File: src/rtl/byte_load_pacer_pkg.sv
// Shared types and constants for the byte load pacer.
// Holds the FSM encoding, default widths and a clog2 helper.
package byte_load_pacer_pkg;

    localparam int DW_DEF    = 8;
    localparam int DEPTH_DEF = 4;
    localparam int DIV_DEF   = 4;

    typedef enum logic [1:0] {
        ST_IDLE = 2'd0,
        ST_LOAD = 2'd1,
        ST_GAP  = 2'd2
    } state_t;

    function automatic int clog2(input int v);
        int r;
        r = 0;
        for (int i = 0; i < 31; i++) begin
            if ((1 << i) < v) r = i + 1;
        end
        return r;
    endfunction

endpackage

File: src/rtl/byte_load_pacer_if.sv
// Producer-side handshake and register-load bus of the byte load pacer.
// The pacer uses the slave modport; the producer/observer side uses master.
interface byte_load_pacer_if #(
    parameter int DW = 8,
    parameter int AW = 2
);
    logic          flush;
    logic          in_valid;
    logic [DW-1:0] in_data;
    logic          in_ready;
    logic          en;
    logic [DW-1:0] q_next;
    logic [AW:0]   count;
    logic          busy;

    modport master (
        output flush, in_valid, in_data,
        input  in_ready, en, q_next, count, busy
    );

    modport slave (
        input  flush, in_valid, in_data,
        output in_ready, en, q_next, count, busy
    );
endinterface

File: src/rtl/byte_fifo_sync.sv
// Purpose: circular byte buffer with wrapping pointers and occupancy count.
// Latency: write visible at head one cycle after the write edge; rdata is the head combinationally.
// Backpressure: writes when full and reads when empty are ignored; clr empties the buffer.
module byte_fifo_sync #(
    parameter int DW = 8,
    parameter int AW = 2
) (
    input  logic          clk,
    input  logic          reset,
    input  logic          clr,
    input  logic          wr,
    input  logic          rd,
    input  logic [DW-1:0] wdata,
    output logic [DW-1:0] rdata,
    output logic [AW:0]   count,
    output logic          full,
    output logic          empty
);
    localparam int DEPTH = 1 << AW;

    logic [DW-1:0] mem [DEPTH];
    logic [AW-1:0] wp;
    logic [AW-1:0] rp;
    logic          wr_ok;
    logic          rd_ok;

    assign full  = (count == (AW+1)'(DEPTH));
    assign empty = (count == '0);
    assign wr_ok = wr && !full;
    assign rd_ok = rd && !empty;
    assign rdata = mem[rp];

    always_ff @(posedge clk) begin
        if (!reset || clr) begin
            wp    <= '0;
            rp    <= '0;
            count <= '0;
        end else begin
            if (wr_ok) wp <= wp + AW'(1);
            if (rd_ok) rp <= rp + AW'(1);
            if (wr_ok && !rd_ok)      count <= count + (AW+1)'(1);
            else if (rd_ok && !wr_ok) count <= count - (AW+1)'(1);
        end
    end

    // Storage is not reset; only entries between the pointers are ever read.
    always_ff @(posedge clk) begin
        if (wr_ok) mem[wp] <= wdata;
    end
endmodule

File: src/rtl/byte_load_pacer.sv
// Purpose: buffers producer bytes and emits one paced load strobe (en) per byte with q_next.
// Latency: a byte accepted into an empty, idle block is strobed one cycle after acceptance.
// Backpressure: in_ready drops when the FIFO is full, during flush and while reset is low.
module byte_load_pacer
    import byte_load_pacer_pkg::*;
#(
    parameter int DW    = DW_DEF,
    parameter int DEPTH = DEPTH_DEF,
    parameter int AW    = clog2(DEPTH),
    parameter int DIV   = DIV_DEF
) (
    input  logic clk,
    input  logic reset,
    byte_load_pacer_if.slave bus
);
    localparam int PW = clog2(DIV) + 1;

    state_t        state;
    state_t        state_n;
    logic [PW-1:0] pacer;
    logic          issue;
    logic          rd;
    logic          wr;
    logic          full;
    logic          empty;
    logic [DW-1:0] head;
    logic [AW:0]   cnt;
    logic          en_q;
    logic [DW-1:0] q_q;

    assign bus.in_ready = !full && !bus.flush && reset;
    assign wr           = bus.in_valid && bus.in_ready;
    assign rd           = issue && !bus.flush;

    byte_fifo_sync #(
        .DW (DW),
        .AW (AW)
    ) u_fifo (
        .clk   (clk),
        .reset (reset),
        .clr   (bus.flush),
        .wr    (wr),
        .rd    (rd),
        .wdata (bus.in_data),
        .rdata (head),
        .count (cnt),
        .full  (full),
        .empty (empty)
    );

    always_comb begin
        state_n = state;
        issue   = 1'b0;
        case (state)
            ST_IDLE: begin
                if (!empty) begin
                    issue   = 1'b1;
                    state_n = ST_LOAD;
                end
            end
            ST_LOAD: begin
                // With DIV=1 there is no gap: loads may run back to back.
                if (DIV == 1) begin
                    if (!empty) issue   = 1'b1;
                    else        state_n = ST_IDLE;
                end else begin
                    state_n = ST_GAP;
                end
            end
            ST_GAP: begin
                if (pacer <= PW'(1)) begin
                    if (!empty) begin
                        issue   = 1'b1;
                        state_n = ST_LOAD;
                    end else begin
                        state_n = ST_IDLE;
                    end
                end
            end
            default: state_n = ST_IDLE;
        endcase
    end

    always_ff @(posedge clk) begin
        if (!reset) begin
            state <= ST_IDLE;
            pacer <= '0;
            en_q  <= 1'b0;
            q_q   <= '0;
        end else if (bus.flush) begin
            state <= ST_IDLE;
            pacer <= '0;
            en_q  <= 1'b0;
        end else begin
            state <= state_n;
            en_q  <= issue;
            if (issue) begin
                q_q   <= head;
                pacer <= PW'(DIV - 1);
            end else if (state == ST_GAP && pacer != '0) begin
                // Pacer only counts in GAP so the LOAD cycle is part of the spacing.
                pacer <= pacer - PW'(1);
            end
        end
    end

    assign bus.en     = en_q;
    assign bus.q_next = q_q;
    assign bus.count  = cnt;
    assign bus.busy   = (cnt != '0) || (state != ST_IDLE);
endmodule

File: src/flat_wrapper.sv
// flat-port wrapper written by rule: the top's interface ports become plain ports
module byte_load_pacer_flat import byte_load_pacer_pkg::*;
#(
    parameter int DW    = DW_DEF,
    parameter int DEPTH = DEPTH_DEF,
    parameter int AW    = clog2(DEPTH),
    parameter int DIV   = DIV_DEF
)
  (clk, reset, bus_flush, bus_in_valid, bus_in_data, bus_in_ready, bus_en, bus_q_next, bus_count, bus_busy);
  byte_load_pacer_if #(.DW(DW), .AW(AW)) bus_i ();
  input  logic clk;
  input  logic reset;
  input wire logic [$bits(bus_i.flush)-1:0] bus_flush;
  input wire logic [$bits(bus_i.in_valid)-1:0] bus_in_valid;
  input wire logic [$bits(bus_i.in_data)-1:0] bus_in_data;
  output wire logic [$bits(bus_i.in_ready)-1:0] bus_in_ready;
  output wire logic [$bits(bus_i.en)-1:0] bus_en;
  output wire logic [$bits(bus_i.q_next)-1:0] bus_q_next;
  output wire logic [$bits(bus_i.count)-1:0] bus_count;
  output wire logic [$bits(bus_i.busy)-1:0] bus_busy;
  assign bus_i.flush = bus_flush;
  assign bus_i.in_valid = bus_in_valid;
  assign bus_i.in_data = bus_in_data;
  assign bus_in_ready = bus_i.in_ready;
  assign bus_en = bus_i.en;
  assign bus_q_next = bus_i.q_next;
  assign bus_count = bus_i.count;
  assign bus_busy = bus_i.busy;
  byte_load_pacer #(.DW(DW), .DEPTH(DEPTH), .AW(AW), .DIV(DIV)) u_core (.clk(clk), .reset(reset), .bus(bus_i));
endmodule
File: config.mk
export PLATFORM = sky130hd
export DESIGN_NAME = byte_load_pacer_flat
export DESIGN_NICKNAME = d
export VERILOG_FILES = /design/src/rtl/byte_load_pacer_pkg.sv /design/src/rtl/byte_load_pacer_if.sv /design/src/rtl/byte_fifo_sync.sv /design/src/rtl/byte_load_pacer.sv /design/src/flat_wrapper.sv
export SDC_FILE = /design/constraint.sdc
export NUM_CORES = 1
export LEC_CHECK = 0
export BUFFER_PORTS_ARGS = -buffer_cell sky130_fd_sc_hd__clkbuf_2
export CORE_ASPECT_RATIO = 1.5
export CORE_MARGIN = 2
export CORE_UTILIZATION = 60
export CTS_BUF_LIST = sky130_fd_sc_hd__clkbuf_4
export DETAILED_ROUTE_END_ITERATION = 7
export PLACE_DENSITY = 0.82
export REMOVE_ABC_BUFFERS = 1
export SYNTH_ARGS = -nofsm -noshare
export SYNTH_HDL_FRONTEND = slang
export SYNTH_SLANG_ARGS = --single-unit
File: constraint.sdc
create_clock -name clk -period 3.1 [get_ports clk]
set_input_delay 0.155 -clock clk [delete_from_list [all_inputs] [get_ports clk]]
set_output_delay 0.155 -clock clk [all_outputs]
set_load 0.03 [all_outputs]
# After elaboration in Yosys (flattened, before gate mapping)
# Memories as Yosys holds them, arrays and structs flattened. A register that Yosys moved wholly into a read port is not among the register bits.
# Cells that the tools add are included.
# word_totals
register_bits,13
ram_bits,32
input_bits,12
output_inout_bits,14
word_cells,63
memories,1
# classes
add_sub_neg,5
n_lt_le_gt_ge,1
n_eq_ne,5
n_mux,13
bitwise_logic,2
reduce_logical,29
# memory_table
memory,depth,width,rd,rd_clocked_by_memory_dff,write_ports,line,rtl
u_core.u_fifo.mem,4,8,1,1,1,byte_fifo_sync.sv:21,logic [DW-1:0] mem [DEPTH];
# op_table
cell,count
$logic_and 1x1->1,9
$mux 2,4
$logic_not 1->1,7
$mux 3,2
$pmux 2 s3,1
$reduce_bool 2->1,3
$reduce_bool 3->1,2
$sub 3x1->3 const B,2
$mux 1,5
$add 2x1->2 const B,2
$reduce_and 2->1,2
$add 3x1->3 const B,1
$eq 3x3->1 const B,1
$le 3x1->1 const B,1
$logic_not 3->1,1
$reduce_or 3->1,1
$eq 2x1->1 const B,1
$eq 2x2->1 const B,1
$logic_not 2->1,1
$logic_or 1x1->1,2
$ne 2x1->1 const B,1
$ne 2x2->1 const B,1
$not 1->1,2
$pmux 1 s2,1
$reduce_or 2->1,1

# Longest topological paths before layout
# Gate-level depths: netlist (run 1).
# logic_depth
ltp_word,10
mapped_depth,11
depth_no_buf,11

# Hierarchy
# A second synthesis (run 1) with hierarchy kept.
# unflattened
hier_cells,167
hier_area_um2,2318.5
# modules_own_cells
module,n_inst,cells_each,area_each_um2
byte_fifo_sync,1,92,1640.3
byte_load_pacer,1,75,678.2

# Worst setup path after synthesis (run 1)
# No wires, ideal clock.
# synth_timing
kind,reg2reg
start,register u_core.u_fifo.count[0]
end,register u_core.u_fifo.count[2]
setup_time_ns,0.070
arrival_time_ns,2.339
slack_ns,0.691
path_stages_with_launch,9
synth_period_minus_slack_ns,2.409
cell_sequence,dfxtp_1 > nor2_1 > a211oi_4 > ha_1 > inv_1 > fa_1 > xor2_1 > or3_1 > a21oi_1
# synth_via
elab_chain_cells,9
elab_cells_between_ends,22
cone_classes,add/sub: 2; eq/ne: 1; mux: 5; reduce/logical: 14
# synth_lines
item,line,rtl
start: declaration,byte_fifo_sync.sv:15,"output logic [AW:0] count,"
start signal: assignment,byte_fifo_sync.sv:41,if (wr_ok && !rd_ok) count <= count + (AW+1)'(1);
start signal: assignment,byte_fifo_sync.sv:42,else if (rd_ok && !wr_ok) count <= count - (AW+1)'(1);
$eq 3x3->1 (*),byte_fifo_sync.sv:27,assign full = (count == (AW+1)'(DEPTH));
$logic_not 1->1 (*),"byte_fifo_sync.sv:29, byte_load_pacer.sv:31",
$logic_and 1x1->1 (2 in a row),byte_load_pacer.sv:31,assign bus.in_ready = !full && !bus.flush && reset;
$logic_and 1x1->1,byte_load_pacer.sv:32,assign wr = bus.in_valid && bus.in_ready;
$logic_and 1x1->1 (*),byte_fifo_sync.sv:29,assign wr_ok = wr && !full;
named net u_core.u_fifo.wr_ok,byte_fifo_sync.sv:24,logic wr_ok;
$logic_not 1->1,byte_fifo_sync.sv:42,
$logic_and 1x1->1,byte_fifo_sync.sv:42,
$reduce_bool 2->1 (no source line),--,
# Mark *: on every way through the listed nets, which the timed path passes. The rest lies on a longest branch. The select of a mux whose other input is x is not followed.
# A chain may end at the register's enable or synchronous reset.

# Worst setup path after layout (run 1)
# layout_timing
start,register u_core.pacer[0]
end,register u_core.u_fifo.count[2]
# layout_via
elab_chain_cells,8
elab_cells_between_ends,10
cone_classes,order compare: 1; mux: 3; reduce/logical: 6
# layout_lines
item,line,rtl
start: declaration,byte_load_pacer.sv:20,logic [PW-1:0] pacer;
start signal: assignment,byte_load_pacer.sv:99,pacer <= PW'(DIV - 1);
start signal: assignment,byte_load_pacer.sv:102,pacer <= pacer - PW'(1);
$le 3x1->1 (*),byte_load_pacer.sv:71,if (pacer <= PW'(1)) begin
$mux 1 (*),byte_load_pacer.sv:71,
$pmux 1 s2 (*),byte_load_pacer.sv:54,case (state)
$logic_and 1x1->1 (*),byte_load_pacer.sv:33,assign rd = issue && !bus.flush;
$logic_and 1x1->1 (*),byte_fifo_sync.sv:30,assign rd_ok = rd && !empty;
$logic_not 1->1,byte_fifo_sync.sv:41,
$logic_and 1x1->1,byte_fifo_sync.sv:41,
$mux 3 or $reduce_bool 2->1 (tied branches),--,
# Mark *: on every way between the ends. The rest lies on a longest branch, timed or not.

==> summary.md, run 1 <==
| Metric | Value |
|---|---|
| Endpoint of the worst hold path | u_core.bus.q_next[3]$_SDFFE_PN0P_ |
| Post-route minimum period | 2.55 ns |
| HPWL Detailed | 2.66 mm |
| Total detailed-routing wirelength | 3.67 mm |
| Vias per std cell | 5.62 |
| Final WS setup | 0.552 ns |
| Synthesized area per cell | 14.4 sq um |
| Initial antenna violation count | 0 |
| Power density over the cells | 491 nW/um^2 |
| Transition time at the pin with the least slew margin | 0.632 ns |
| Clock Skew | 0.0116 ns |
| Status | completed |
| Min-delay worst type | primary input to flip-flop |
| Maximum number of pins on one net before global-route repair | 19 |
| Total number of placement rows | 27 |
| Setup repair after global routing missed its margin | false |
| Via count of the first global-routing pass | 1344 |
| Number of setup violations in the final report | 0 |
| Finished Core Util | 0.690 |
| Routed wire per std cell | 15.7 microns |
| Crit end category | flip-flop |
| Cell taking the most area after synthesis | edfxtp_1 |
| Final antenna diode count | 0 |
| Number of instances in the synthesized netlist | 155 |
| Fraction of registers with async set or reset after synthesis | 0 |
| Worst slew slack as a fraction of its limit | 0.578 |
| Type of the worst setup path | flip-flop to flip-flop |
| Synth top area share | 0.430 |
| Number of flops mapped to enable cells by yosys | 32 |
| Sequential cell area | 1380 sq um |
| Total I/O pin count | 26 |
| Cells on Worst Hold Path | 2 |
| Die width | 53.8 microns |
| Multi-input gate area in the final layout | 749 sq um |
| Antenna Violating Nets Remaining | 0 |
| All-layer global routing usage | 0.207 |
| Final hold violation count | 0 |
| Sinks on Clock Net | 53 |
| Number of DRC violations after detailed routing | 0 |
| Die outline height | 78.7 microns |
| Via total after detailed routing | 1314 |
| Clock root buffer | clkbuf_4 |
| #FFs+latches synth | 53 |
| Max-slew violations | 0 |
| First-iteration detailed-routing DRC count | 30 |
| Data arrival time of the worst path | 2.87 ns |
| Ranking of synthesized cells by area | edfxtp_1 (43%), dfxtp_1 (19%), mux4_2 (8.1%) |
| Longest Clk Path Bufs | 2 |
| Area enclosed by the die boundary | 4230 sq um |
| Setup crit start kind | flip-flop |
| Floorplan Core Area | 3610 sq um |
| VDD IR max | 0.000494 V |
| Starting utilization of the core area | 0.618 |
| Filler cell count in the final layout | 251 |
| Synth Cell Area | 2230 sq um |
| Power Total | 1230 uW |
| Total of warnings raised by yosys | 0 |
| Worst-path clk slew | 0.16 ns |
| Maximum fanout encountered on the critical timing path | 9 |
| TritonCTS clock tree | done |
| Remaining global-route overflow | 0 |
| Number of maximum-capacitance constraint violations | 0 |
| Routability cong. | 0.784 |
| Worst R2R Setup Slack | 0.55 ns |
| Primary FF master, synth | edfxtp_1 |
| Startpoint of the worst register-to-register path | u_core.pacer[0]$_SDFFE_PP0P_ |
| Pre-CTS setup slack | 0.595 ns |
| Hold path start | reset |
| Max Fclk | 393 MHz |
| Clock insertion delay at the later pin of the skew report | 0.37 ns |
| CTS buffer count | 5 |
| Critical path data required time | 3.42 ns |
| Count of different cell masters after synthesis | 31 |
| Sequential-to-total area share from yosys stat | 0.619 |
| Register-to-Register Path Depth | 10 |
| Standby leakage power | 0.000887 uW |
| Worst reg2reg endpoint | u_core.u_fifo.count[2]$_SDFFE_PP0P_ |
| Number of detailed-routing iterations run before antenna repair | 4 |
| Port Buf Inserts | 25 |
| Area growth, synth to finish | 11.8% |
| Sum of negative setup slack | 0 ns |
| Final worst path period share | 0.822 |
| H-tree Lvls | 2 |
| Post-CTS Setup Inserts | 0 |
| Fraction of final layout cells sized beyond drive strength 1 | 0.246 |
| First-pass GRT wire length | 6.11 mm |
| Final net count | 211 |
[Yosys cell counts, drive strengths merged, types with 3 or more instances]
cell	n
clkbuf	4
mux4	8
nand2	12
xnor2	3
a21oi	6
inv	9
dfxtp	21
and2	4
ha	8
nor2	9
a21boi	8
edfxtp	32
o21ai	11
[sequential cells by signal (all words and copies together) (netlist names)]
| register | count |
|---|---|
| u_core.bus.en | 1 |
| u_core.bus.q_next | 8 |
| u_core.pacer | 3 |
| u_core.state | 2 |
| u_core.u_fifo.count | 3 |
| u_core.u_fifo.mem | 32 |
| u_core.u_fifo.rp | 2 |
| u_core.u_fifo.wp | 2 |
[area by class of cell]
cell class / instances / area share
tap: 43 / 0.0216
clock buffer: 5 / 0.0150
timing repair buffer: 34 / 0.0853
multi-input combinational: 87 / 0.300
sequential: 53 / 0.554
clock inverter: 3 / 0.0105
inverter: 9 / 0.0135
[layout by cell type, fill, tap and decap left out, drive strengths merged, types with 2 or more instances in the layout]
cell type,count
or3,2
ha,8
nor2,9
clkinv,2
a211oi,2
a21boi,8
clkbuf,30
o21ai,11
edfxtp,32
and2,4
xor2,2
a21oi,6
nand2,12
mux4,8
dfxtp,21
dlygate4sd3,8
inv,10
xnor2,3
[timing repair]
item                      CTS  global route
hold endpoints to repair   32             0
hold buffers                8             0
resized for setup           0             0
[metrics by stage]
step	hold WS [ns]	instance area [sq um]	cells
after floorplan	0.254	2160	149
final	0.0912	2490	234
after global routing	0.0903	2490	234
after CTS	0.0858	2490	234
after global placement	0.366	2350	218
after detailed placement	0.374	2350	218
[power breakdown]
group / leakage (uW) / switching [uW] / internal, uW
Combinational: 0.000392 / 77.7 / 55.1
Clock: 0.0000358 / 224 / 94.8
Sequential: 0.000459 / 14.3 / 761
[logic make-up after synthesis]
| group | share of synthesized area |
|---|---|
| simple gates | 0.0729 |
| mux | 0.0852 |
| compound gates | 0.104 |
| fa+ha+maj | 0.0538 |
| flops | 0.619 |
| buf+inv | 0.0454 |
| xor+xnor | 0.0196 |
[worst max path at each step]
| stage | end | cells after the start | slack, ns | from |
|---|---|---|---|---|
| after floorplan | u_core.u_fifo.count[2]$_SDFFE_PP0P_ | 8 | 0.68 | u_core.u_fifo.count[0]$_SDFFE_PP0P_ |
| after global placement | u_core.u_fifo.count[2]$_SDFFE_PP0P_ | 10 | 0.69 | u_core.pacer[0]$_SDFFE_PP0P_ |
| after detailed placement | u_core.u_fifo.count[1]$_SDFFE_PP0P_ | 9 | 0.59 | u_core.pacer[0]$_SDFFE_PP0P_ |
| after CTS | u_core.u_fifo.count[2]$_SDFFE_PP0P_ | 10 | 0.57 | u_core.pacer[0]$_SDFFE_PP0P_ |
| after global routing | u_core.u_fifo.count[2]$_SDFFE_PP0P_ | 10 | 0.37 | u_core.pacer[0]$_SDFFE_PP0P_ |
| final | u_core.u_fifo.count[2]$_SDFFE_PP0P_ | 10 | 0.55 | u_core.pacer[0]$_SDFFE_PP0P_ |
[metal layers]
| layer | vias up | track usage | routed length, microns |
|---|---|---|---|
| li1 | 627 | - | - |
| met1 | 649 | 0.230 | 1410 |
| met2 | 34 | 0.363 | 2060 |
| met3 | 4 | 0.0583 | 162 |
| met4 | 0 | 0.0692 | 39 |
| met5 | - | 0 | 0 |
[critical path: stages (launching register included)]
cell       delay (ns)
dfxtp_1          0.43
ha_1             0.17
and2b_1          0.22
a2111oi_4        0.57
inv_1            0.10
ha_1             0.22
inv_1            0.07
fa_1             0.17
xor2_1           0.07
or3_1            0.32
a21oi_1          0.14
(Power assumes the default switching activity.)
==> inputs of run 2 (changes only) <==
==> constraint.sdc (replaced) <==
create_clock -name clk -period 2.5 [get_ports clk]
set_input_delay 0.125 -clock clk [delete_from_list [all_inputs] [get_ports clk]]
set_output_delay 0.125 -clock clk [all_outputs]
set_load 0.03 [all_outputs]
==> summary.md, run 2 (synthesis results as in run 1) <==
| Metric | Value |
|---|---|
| Part of the power in registers | 0.625 |
| Crit end category | flip-flop |
| Via count of the first global-routing pass | 1363 |
| Worst hold margin | 0.0599 ns |
| Worst reg2reg endpoint | u_core.u_fifo.count[2]$_SDFFE_PP0P_ |
| Combinational share of power | 0.110 |
| Maximum number of pins on one net before global-route repair | 20 |
| Cells on Worst Hold Path | 2 |
| Starting utilization of the core area | 0.618 |
| Power density over the cells | 610 nW/um^2 |
| Filler-free cell count of the finished design | 237 |
| Critical path data required time | 2.83 ns |
| Filler cell count in the final layout | 237 |
| Number of detailed-routing iterations run before antenna repair | 4 |
| Number of DRC violations after detailed routing | 0 |
| Int Power | 1140 uW |
| Clock root buffer | clkbuf_4 |
| Area growth, synth to finish | 13.0% |
| H-tree Lvls | 2 |
| Endpoint of the worst hold path | u_core.bus.q_next[4]$_SDFFE_PN0P_ |
| Max-slew violations | 0 |
| Number of maximum-capacitance constraint violations | 0 |
| Routability cong. | 0.721 |
| Type of the worst setup path | flip-flop to flip-flop |
| Data arrival time of the worst path | 2.62 ns |
| Longest Clk Path Bufs | 2 |
| Sum of negative setup slack | 0 ns |
| Total I/O pin count | 26 |
| Clk network pwr share | 0.265 |
| Setup repair after global routing missed its margin | false |
| Top reg by flops | u_core.u_fifo.mem |
| Startpoint of the worst register-to-register path | u_core.pacer[0]$_SDFFE_PP0P_ |
| Max FFs per register | 32 |
| Maximum fanout encountered on the critical timing path | 4 |
| Highest cell delay on the worst timing path | 0.43 ns |
| Worst R2R Setup Slack | 0.20 ns |
| Transition time at the pin with the least slew margin | 0.604 ns |
| Clock Skew | 0.0195 ns |
| Via total after detailed routing | 1322 |
| Inst Count DP | 220 |
| Register-to-Register Path Depth | 10 |
| Worst setup path start | u_core.pacer[0]$_SDFFE_PP0P_ |
| Setup crit start kind | flip-flop |
| Max Fclk | 436 MHz |
| Final worst path period share | 0.918 |
| Antenna Violating Nets Remaining | 0 |
| HPWL Detailed | 2.67 mm |
| Sinks on Clock Net | 53 |
| Leading cell types in the layout, fill and taps excluded | edfxtp_1 (32), clkbuf_2 (25), dfxtp_1 (20) |
| Worst slew slack as a fraction of its limit | 0.597 |
| Multi-input gate area in the final layout | 751 sq um |
| Sequential cell area | 1380 sq um |
| Port Buf Inserts | 25 |
| Total cell area at the placement stage | 2370 sq um |
| Floorplan Core Area | 3610 sq um |
| Fraction of final layout cells sized beyond drive strength 1 | 0.268 |
| Hold path start | reset |
| Net switching power figure | 398 uW |
| Max stage delay cell, worst path | dfxtp_1 |
| Switching part of the total | 0.259 |
| VDD IR max | 0.000613 V |
| Finished Core Util | 0.698 |
| Post-route minimum period | 2.30 ns |
| Area enclosed by the die boundary | 4230 sq um |
| Total detailed-routing wirelength | 3.70 mm |
| Most common library cell in the layout ignoring fill and taps | edfxtp_1 |
| Worst-path clk slew | 0.17 ns |
| Routed wire per std cell | 15.6 microns |
| Status | completed |
| Final antenna diode count | 0 |
| Final net count | 214 |
| Number of setup violations in the final report | 0 |
| Vias per std cell | 5.58 |
| First-iteration detailed-routing DRC count | 59 |
| TritonCTS clock tree | done |
| First-pass GRT wire length | 6.00 mm |
| All-layer global routing usage | 0.202 |
| Min-delay worst type | primary input to flip-flop |
| Final hold violation count | 0 |
| Standby leakage power | 0.000906 uW |
| CTS buffer count | 5 |
| Worst-path cell chain | ha_1 -> and2b_2 -> a2111oi_4 -> inv_1 -> ha_1 -> inv_1 -> fa_1 -> xor2_1 -> or3_1 -> a21oi_1 |
| Initial antenna violation count | 0 |
| Remaining global-route overflow | 0 |
| Die outline height | 78.7 microns |
| Die width | 53.8 microns |
| Total number of placement rows | 27 |
| Design area | 2520 sq um |
| Clock insertion delay at the later pin of the skew report | 0.38 ns |
-- run 2: changes by cell type in the layout (fill, tap and decap cells not counted), sizes merged --
cell,delta
buf,+3
clkinv,-2
inv,+2
-- run 2: worst max-delay path by stage --
stage                                                to  slack (ns)
floorplan           u_core.u_fifo.count[2]$_SDFFE_PP0P_        0.08
global placement    u_core.u_fifo.count[2]$_SDFFE_PP0P_        0.32
detailed placement  u_core.u_fifo.count[2]$_SDFFE_PP0P_        0.18
CTS                 u_core.u_fifo.count[2]$_SDFFE_PP0P_        0.13
global route        u_core.u_fifo.count[2]$_SDFFE_PP0P_       0.003
finish              u_core.u_fifo.count[2]$_SDFFE_PP0P_        0.20
-- run 2: area by class of cell --
class                   instances  area share
flip-flops and latches         53       0.548
multi-input cells              87       0.298
repair buffers                 37      0.0933
well taps                      43      0.0213
clock buffers                   5      0.0149
inverters                       9      0.0134
clock inverters                 3      0.0114
-- run 2: repair_timing --
action / 4_1_cts / 5_1_grt
resized for setup: 0 / 2
endpoints found under the setup margin: 0 / 1
endpoints found under the hold margin: 32 / 0
setup buffers: 0 / 1
hold buffers: 8 / 0
-- run 2: critical path, delay by kind of cell, from the launching register on --
kind	cells	cell delay, ns
and+or+nand+nor	2	0.54
buffers and inverters	2	0.16
AOI/OAI and AO/OA	2	0.46
xor gates and xnor gates	1	0.08
adders and majority gates	3	0.58
DFF	1	0.43
-- run 2: through the flow --
stage	power, uW	setup WS (ns)
2_1_floorplan	1080	0.0836
3_3_place_gp	1130	0.320
3_5_place_dp	1140	0.175
4_1_cts	1550	0.132
5_1_grt	1600	0.00293
6_report	1540	0.205
-- run 2: power groups by stage --
stage          registers [uW]  logic (uW)  clock network, uW
3_3_place_gp              979         149                  0
6_report                  961         169                408
4_1_cts                   961         168                424
2_1_floorplan             995        88.3                  0
3_5_place_dp              981         158                  0
5_1_grt                   965         185                454
-- run 2: routing by layer --
metal | vias to the layer above | GRT usage | share of wire
met4 | 0 | 0.0923 | 0.028
met3 | 10 | 0.0489 | 0.042
met1 | 638 | 0.229 | 0.38
met2 | 36 | 0.344 | 0.55
met5 | - | 0 | 0
li1 | 638 | - | -
